**config.mk**
```make
export PLATFORM = sky130hd
export DESIGN_NAME = motor_ramp_scheduler_flat
export DESIGN_NICKNAME = d
export VERILOG_FILES = /design/src/rtl/motor_pkg.sv /design/src/rtl/motor_ramp_scheduler_if.sv /design/src/rtl/motor_ramp_channel.sv /design/src/rtl/motor_ramp_scheduler.sv /design/src/flat_wrapper.sv
export SDC_FILE = /design/constraint.sdc
export NUM_CORES = 1
export LEC_CHECK = 0
export CORE_MARGIN = 2
export CORE_UTILIZATION = 23
export DETAILED_ROUTE_END_ITERATION = 6
export MAX_ROUTING_LAYER = met4
export SYNTH_ARGS = -nofsm -noshare
export SYNTH_HDL_FRONTEND = slang
export SYNTH_SLANG_ARGS = --single-unit
```
**constraint.sdc**
```tcl
create_clock -name clk -period 5.3 [get_ports clk]
set_clock_uncertainty 0.15 [all_clocks]
set_input_delay 1.06 -clock clk [delete_from_list [all_inputs] [get_ports clk]]
set_output_delay 1.06 -clock clk [all_outputs]
set_load 0.02 [all_outputs]
```
**src/rtl/motor_pkg.sv**
```systemverilog
// Shared types and constants for the two-channel motor ramp scheduler.
// Holds the channel FSM states and the signed-to-magnitude helper.
package motor_pkg;

    localparam int PWM_MAX = 100;

    typedef enum logic [1:0] {
        HOLD,
        RAMP_UP,
        RAMP_DOWN,
        DEAD
    } chan_state_e;

    typedef struct packed {
        logic       sign;
        logic [6:0] mag;
        logic       clamped;
    } sm_t;

    // Two's complement to sign+magnitude; -128 yields 128 before the clamp.
    function automatic sm_t to_sm(input logic [7:0] v, input logic [7:0] lim);
        sm_t        r;
        logic [7:0] a;
        a = v[7] ? (~v + 8'd1) : v;
        r.sign = ~v[7];
        if (a > lim) begin
            r.mag     = lim[6:0];
            r.clamped = 1'b1;
        end else begin
            r.mag     = a[6:0];
            r.clamped = 1'b0;
        end
        return r;
    endfunction

endpackage

```
**src/rtl/motor_ramp_scheduler_if.sv**
```systemverilog
// Speed command handshake: two signed targets under valid/ready.
interface motor_ramp_scheduler_if;

    logic              cmd_valid;
    logic              cmd_ready;
    logic signed [7:0] cmd_m1;
    logic signed [7:0] cmd_m2;

    modport master (
        output cmd_valid,
        output cmd_m1,
        output cmd_m2,
        input  cmd_ready
    );

    modport slave (
        input  cmd_valid,
        input  cmd_m1,
        input  cmd_m2,
        output cmd_ready
    );

endinterface

```
**src/rtl/motor_ramp_channel.sv**
```systemverilog
// One motor channel: ramp FSM, duty magnitude, direction and dead-time counter.
module motor_ramp_channel
    import motor_pkg::*;
#(
    parameter int RAMP_STEP  = 1,
    parameter int DEAD_TICKS = 4
) (
    input  logic       clk,
    input  logic       reset,
    input  logic       i_tick,
    input  logic       i_estop,
    input  logic       i_tgt_sign,
    input  logic [6:0] i_tgt_mag,
    output logic       o_sign,
    output logic [6:0] o_mag,
    output logic       o_busy
);

    localparam int DW = (DEAD_TICKS < 2) ? 1 : $clog2(DEAD_TICKS + 1);
    localparam logic [DW-1:0] DEAD_LAST = DW'(DEAD_TICKS);
    localparam logic [6:0]    STEP      = 7'(RAMP_STEP);

    chan_state_e   r_state, w_state_nxt;
    logic          r_sign,  w_sign_nxt;
    logic [6:0]    r_mag,   w_mag_nxt;
    logic [DW-1:0] r_cnt,   w_cnt_nxt;

    logic          w_same;
    logic [6:0]    w_goal;
    logic [6:0]    w_dup;
    logic [6:0]    w_ddn;
    logic [6:0]    w_up;
    logic [6:0]    w_dn;
    logic [DW-1:0] w_cnt_inc;

    // A zero target never forces a reversal, so it counts as "same sign".
    assign w_same    = (i_tgt_sign == r_sign) || (i_tgt_mag == 7'd0);
    assign w_goal    = w_same ? i_tgt_mag : 7'd0;
    assign w_dup     = w_goal - r_mag;
    assign w_ddn     = r_mag - w_goal;
    assign w_up      = (w_dup < STEP) ? w_dup : STEP;
    assign w_dn      = (w_ddn < STEP) ? w_ddn : STEP;
    assign w_cnt_inc = r_cnt + 1'b1;

    always_comb begin
        w_state_nxt = r_state;
        w_sign_nxt  = r_sign;
        w_mag_nxt   = r_mag;
        w_cnt_nxt   = r_cnt;
        if (i_tick) begin
            if (r_state == DEAD && !w_same) begin
                w_mag_nxt = 7'd0;
                w_cnt_nxt = w_cnt_inc;
                if (w_cnt_inc == DEAD_LAST) begin
                    w_sign_nxt  = i_tgt_sign;
                    w_state_nxt = RAMP_UP;
                end
            end else if (r_mag < w_goal) begin
                w_mag_nxt   = r_mag + w_up;
                w_state_nxt = RAMP_UP;
            end else if (r_mag > w_goal) begin
                w_mag_nxt   = r_mag - w_dn;
                w_state_nxt = RAMP_DOWN;
            end else if (!w_same) begin
                w_cnt_nxt   = '0;
                w_state_nxt = DEAD;
            end else begin
                w_state_nxt = HOLD;
            end
        end
    end

    always_ff @(posedge clk) begin
        if (!reset) begin
            r_state <= HOLD;
            r_sign  <= 1'b1;
            r_mag   <= 7'd0;
            r_cnt   <= '0;
        end else if (i_estop) begin
            r_state <= HOLD;
            r_mag   <= 7'd0;
            r_cnt   <= '0;
        end else begin
            r_state <= w_state_nxt;
            r_sign  <= w_sign_nxt;
            r_mag   <= w_mag_nxt;
            r_cnt   <= w_cnt_nxt;
        end
    end

    assign o_sign = r_sign;
    assign o_mag  = r_mag;
    assign o_busy = (r_state != HOLD);

endmodule

```
**src/rtl/motor_ramp_scheduler.sv**
```systemverilog
// Two-channel PWM ramp scheduler: prescaler, command handshake and clamp,
// feeding one ramp channel per motor.
module motor_ramp_scheduler
    import motor_pkg::*;
#(
    parameter int PWM_MAX    = motor_pkg::PWM_MAX,
    parameter int RAMP_DIV   = 1000,
    parameter int RAMP_STEP  = 1,
    parameter int DEAD_TICKS = 4
) (
    input  logic                   clk,
    input  logic                   reset,
    motor_ramp_scheduler_if.slave  cmd,
    input  logic                   estop,
    output logic                   motor1_sign,
    output logic                   motor2_sign,
    output logic [6:0]             motor1_upperlimit,
    output logic [6:0]             motor2_upperlimit,
    output logic                   busy,
    output logic                   sat
);

    localparam int PW = (RAMP_DIV > 1) ? $clog2(RAMP_DIV) : 1;
    localparam logic [PW-1:0] PLAST = PW'(RAMP_DIV - 1);
    localparam logic [7:0]    LIM   = 8'(PWM_MAX);

    logic [PW-1:0] r_presc;
    logic          r_ready;
    logic          r_sat;
    logic          r_t1_sign;
    logic [6:0]    r_t1_mag;
    logic          r_t2_sign;
    logic [6:0]    r_t2_mag;

    logic w_tick;
    logic w_acc;
    sm_t  w_sm1;
    sm_t  w_sm2;
    logic w_busy1;
    logic w_busy2;

    assign w_tick = (r_presc == PLAST);
    assign w_acc  = cmd.cmd_valid & r_ready;
    assign w_sm1  = to_sm(cmd.cmd_m1, LIM);
    assign w_sm2  = to_sm(cmd.cmd_m2, LIM);

    always_ff @(posedge clk) begin
        if (!reset) begin
            r_presc <= '0;
        end else if (w_tick) begin
            r_presc <= '0;
        end else begin
            r_presc <= r_presc + 1'b1;
        end
    end

    // Estop wins over a command accepted in the same cycle.
    always_ff @(posedge clk) begin
        if (!reset) begin
            r_ready   <= 1'b0;
            r_sat     <= 1'b0;
            r_t1_sign <= 1'b1;
            r_t1_mag  <= 7'd0;
            r_t2_sign <= 1'b1;
            r_t2_mag  <= 7'd0;
        end else begin
            r_ready <= ~estop;
            r_sat   <= w_acc & ~estop & (w_sm1.clamped | w_sm2.clamped);
            if (estop) begin
                r_t1_mag <= 7'd0;
                r_t2_mag <= 7'd0;
            end else if (w_acc) begin
                r_t1_sign <= w_sm1.sign;
                r_t1_mag  <= w_sm1.mag;
                r_t2_sign <= w_sm2.sign;
                r_t2_mag  <= w_sm2.mag;
            end
        end
    end

    motor_ramp_channel #(
        .RAMP_STEP  (RAMP_STEP),
        .DEAD_TICKS (DEAD_TICKS)
    ) u_ch1 (
        .clk        (clk),
        .reset      (reset),
        .i_tick     (w_tick),
        .i_estop    (estop),
        .i_tgt_sign (r_t1_sign),
        .i_tgt_mag  (r_t1_mag),
        .o_sign     (motor1_sign),
        .o_mag      (motor1_upperlimit),
        .o_busy     (w_busy1)
    );

    motor_ramp_channel #(
        .RAMP_STEP  (RAMP_STEP),
        .DEAD_TICKS (DEAD_TICKS)
    ) u_ch2 (
        .clk        (clk),
        .reset      (reset),
        .i_tick     (w_tick),
        .i_estop    (estop),
        .i_tgt_sign (r_t2_sign),
        .i_tgt_mag  (r_t2_mag),
        .o_sign     (motor2_sign),
        .o_mag      (motor2_upperlimit),
        .o_busy     (w_busy2)
    );

    assign cmd.cmd_ready = r_ready;
    assign busy          = w_busy1 | w_busy2;
    assign sat           = r_sat;

endmodule
```
**src/flat_wrapper.sv**
```systemverilog
// flat-port wrapper written by rule: the top's interface ports become plain ports
module motor_ramp_scheduler_flat import motor_pkg::*;
#(
    parameter int PWM_MAX    = motor_pkg::PWM_MAX,
    parameter int RAMP_DIV   = 1000,
    parameter int RAMP_STEP  = 1,
    parameter int DEAD_TICKS = 4
)
  (clk, reset, estop, motor1_sign, motor2_sign, motor1_upperlimit, motor2_upperlimit, busy, sat, cmd_cmd_valid, cmd_cmd_m1, cmd_cmd_m2, cmd_cmd_ready);
  motor_ramp_scheduler_if cmd_i ();
  input  logic clk;
  input  logic reset;
  input  logic estop;
  output logic motor1_sign;
  output logic motor2_sign;
  output logic [6:0] motor1_upperlimit;
  output logic [6:0] motor2_upperlimit;
  output logic busy;
  output logic sat;
  input wire logic [$bits(cmd_i.cmd_valid)-1:0] cmd_cmd_valid;
  input wire logic [$bits(cmd_i.cmd_m1)-1:0] cmd_cmd_m1;
  input wire logic [$bits(cmd_i.cmd_m2)-1:0] cmd_cmd_m2;
  output wire logic [$bits(cmd_i.cmd_ready)-1:0] cmd_cmd_ready;
  assign cmd_i.cmd_valid = cmd_cmd_valid;
  assign cmd_i.cmd_m1 = cmd_cmd_m1;
  assign cmd_i.cmd_m2 = cmd_cmd_m2;
  assign cmd_cmd_ready = cmd_i.cmd_ready;
  motor_ramp_scheduler #(.PWM_MAX(PWM_MAX), .RAMP_DIV(RAMP_DIV), .RAMP_STEP(RAMP_STEP), .DEAD_TICKS(DEAD_TICKS)) u_core (.clk(clk), .reset(reset), .cmd(cmd_i), .estop(estop), .motor1_sign(motor1_sign), .motor2_sign(motor2_sign), .motor1_upperlimit(motor1_upperlimit), .motor2_upperlimit(motor2_upperlimit), .busy(busy), .sat(sat));
endmodule
```
==> reports/results.ini <==
[clocking]
root_buffer = clkbuf_16
clk_pin_slew_ns = 0.08
cts_tree = built
holdBufCountCts = 0
clock_latency_ns = 0.30
cts_sinks = 54
ctsLongestPathBuffers = 2
numCtsBuffers = 5
htree_levels = 2

[timing]
slew_headroom_pct = 59.2
min_period_over_period_pct = 95.8
setup_viol = 0
hold_ws_ns = 0.317
finalHoldViolCount = 0
fmax_mhz = 197
slew_viol_final = 0
worst_slew_pin_slew_ns = 0.607
finalCriticalPeriod_ns = 5.08

[route]
vias = 4287
wire_per_inst_um = 13.5
viasPerCell = 4.75
drc = 0
firstDrtPassIters = 4
wl_mm = 12.2
ant_nets = 0
first_iter_violations = 193

[power_and_ir_drop]
ir_drop_v = 0.000115
pwr_density_cell_mw_per_mm2 = 178
cellLeakagePower_nw = 2.28

[yosys]
ys_types = 63
synth_top_area_share_pct = 23.2
synth_area_leaders = dfxtp_1 (23%), ha_1 (15%), nor2_1 (4.1%)
ys_ff_latch = 54
yosys_most_used_dff = dfxtp_1
netlist_instances = 583
netlist_area_sq_mm = 0.00467
syn-mean-instance-area_sq_um = 8.00
yosysSeqAreaShare_pct = 23.2
yosys_warnings = 0
synth_edf_count = 0
synth-async-reset-ratio_pct = 0
synth_top_cell_by_area = dfxtp_1

[min_path]
hp-start = u_core.r_presc[0]
whs_endpoint = u_core.r_presc[0]
min_path_type = flip-flop to flip-flop
hold_depth = 1

[floorplan]
coreArea_sq_mm = 0.0200
die_area_sq_mm = 0.0214
rows = 52
io_pins = 39
die_y_um = 146
die_w_um = 146
start_util_pct = 23.3

[cells_and_area]
multi_input_area_sq_mm = 0.00346
diodes = 0
layout.nets = 713
fin_area_sq_mm = 0.00572
drive_above_1_share_pct = 8.53
nFillCells = 2178
syn2layout_area_growth_pct = 22.6
regArea_sq_mm = 0.00108

[global_route]
grt_pass1_vias = 4095
grt_max_degree = 26
antenna_found_initial = 0
grt_overflow = 0
grt_pass1_wl_mm = 20.1
grt_use_total_pct = 11.6

[setup_path]
worstReg2RegStart = u_core.r_t2_mag[1]
cp-end-kind = flip-flop
reg2reg_to = u_core.u_ch2.o_mag[6]
cp_data_arrival_time_ns = 5.16
r2r_cells = 19
cp_max_fo = 11
cp-start-kind = flip-flop
crit_type = flip-flop to flip-flop
r2r_setup_slack_ns = 0.22
required_ns = 5.38

[status]
run_status = finished, final reports clean

[placed_design]
gp_congestion = 0.846
port-buffer-count = 38
dpl.hpwl_mm = 9.50
place_area_sq_mm = 0.00545

[job]
maxCapViolations = 0

## routing by layer
| layer | vias to the layer above | wire length (um) | share of wire [%] | GRT usage [%] |
|---|---|---|---|---|
| met5 | - | 0 | 0 | - |
| met4 | 0 | 165 | 1.4 | 2.96 |
| met3 | 9 | 208 | 1.7 | 1.00 |
| met2 | 49 | 5820 | 48 | 19.5 |
| met1 | 2027 | 6000 | 49 | 15.0 |
| li1 | 2202 | - | - | - |
## worst max-delay path, cell delays in order, from the launching register on
cell and delay, ns:
dfxtp_1 0.33, or4_4 0.56, o21ai_1 0.18, buf_4 0.20
nand2_1 0.11, inv_1 0.07, ha_1 0.23, buf_4 0.17
a21boi_1 0.15, or4_1 0.43, a311oi_2 0.35, ha_2 0.33
and3_1 0.17, fa_1 0.41, nand2b_1 0.19, a21oi_1 0.17
o21ai_0 0.12, and4_1 0.22, or2_2 0.29, o211ai_1 0.17
## per-stage QoR
step                      setup TNS (ns)  setup WS (ns)  util (%)  instances  power (W)
after floorplan                        0          0.103         -        584   0.000596
after global placement                 0          0.151      27.2        893   0.000667
after detailed placement               0         0.0326      27.2        893   0.000670
after CTS                              0        0.00505      28.1        901    0.00102
after global routing             -0.0327        -0.0280      28.5        903    0.00107
final                                  0          0.220      28.5        903    0.00102
## synthesized netlist by cell type, types with 11 or more instances
library cell	instances
nor2_1	51
dfxtp_1	54
clkbuf_1	14
nand2_1	42
xnor2_1	16
nand3_1	17
ha_1	55
nand2b_1	15
inv_1	47
xor2_1	16
o21ai_0	37
nor3_1	11
nor2b_1	11
a21oi_1	35
## where the power goes
group	internal [W]	switching, W
Clock	0.000188	0.000157
Combinational	0.000123	0.000138
Sequential	0.000410	0.00000435
## cells by family (layout without fill, tap and decap cells)
| family | Yosys count | in the layout | synth area share (%) |
|---|---|---|---|
| simple gates | 205 | 205 | 23.1 |
| compound gates | 163 | 163 | 24.2 |
| buf+inv | 62 | 111 | 5.01 |
| fa+ha+maj | 61 | 61 | 17.3 |
| flops | 54 | 54 | 23.2 |
| xor+xnor | 32 | 32 | 6.01 |
| mux | 5 | 5 | 1.07 |
| other cells | 1 | 2 | 0.0804 |
## registers in the layout, indices dropped and copies added (netlist names)
signal and count:
u_core.r_t1_sign 1, u_core.u_ch1.o_mag 7, u_core.u_ch2.o_mag 7, u_core.r_t2_mag 7
u_core.u_ch1.r_state 2, u_core.u_ch2.o_sign 1, u_core.sat 1, u_core.u_ch1.r_cnt 3
u_core.cmd.cmd_ready 1, u_core.u_ch2.r_state 2, u_core.r_t2_sign 1, u_core.u_ch1.o_sign 1
u_core.u_ch2.r_cnt 3, u_core.r_presc 10, u_core.r_t1_mag 7
## what timing repair did
item	4_1_cts	5_1_grt
endpoints found under the hold margin	0	0
buffers inserted	0	2
gates resized for setup	4	24
pin swaps	1	6
setup endpoints to repair	1	4
## layout make-up
class	count	share of cell area, %
Clock buffer	6	2.43
Clock inverter	2	0.219
Inverter	47	3.09
Multi-Input combinational cell	468	60.4
Sequential cell	54	18.9
Tap cell	270	5.91
Timing Repair Buffer	56	9.02
## worst max path at each step
stage / start / endpoint / cells past startpoint
2_1_floorplan: u_core.r_t2_mag[1] / u_core.u_ch2.o_mag[6] / 20
3_3_place_gp: u_core.r_t1_mag[2] / u_core.u_ch1.o_mag[5] / 21
3_5_place_dp: u_core.r_t1_mag[2] / u_core.u_ch1.o_mag[5] / 21
4_1_cts: u_core.r_t1_mag[2] / u_core.u_ch1.o_mag[5] / 21
5_1_grt: u_core.r_t2_mag[1] / u_core.u_ch2.o_mag[6] / 19
6_report: u_core.r_t2_mag[1] / u_core.u_ch2.o_mag[6] / 19
## cell usage in the layout, fill, tap and decap left out, types with 6 or more instances in the layout
cell and count:
xnor2_1 16, nand3_1 17, a21oi_1 34, buf_4 18, or3_1 10, and3_1 10, nor2_1 51, a21o_1 9
inv_1 46, nor3_1 11, ha_1 53, nand2_1 42, xor2_1 16, o21ai_0 31, o211ai_1 9, nor2b_1 11
o31ai_1 6, dfxtp_1 54, nand2b_1 15, o21a_1 8, clkdlybuf4s50_1 38, and2_1 6
No activity file was read; power rests on OpenSTA's default activity.
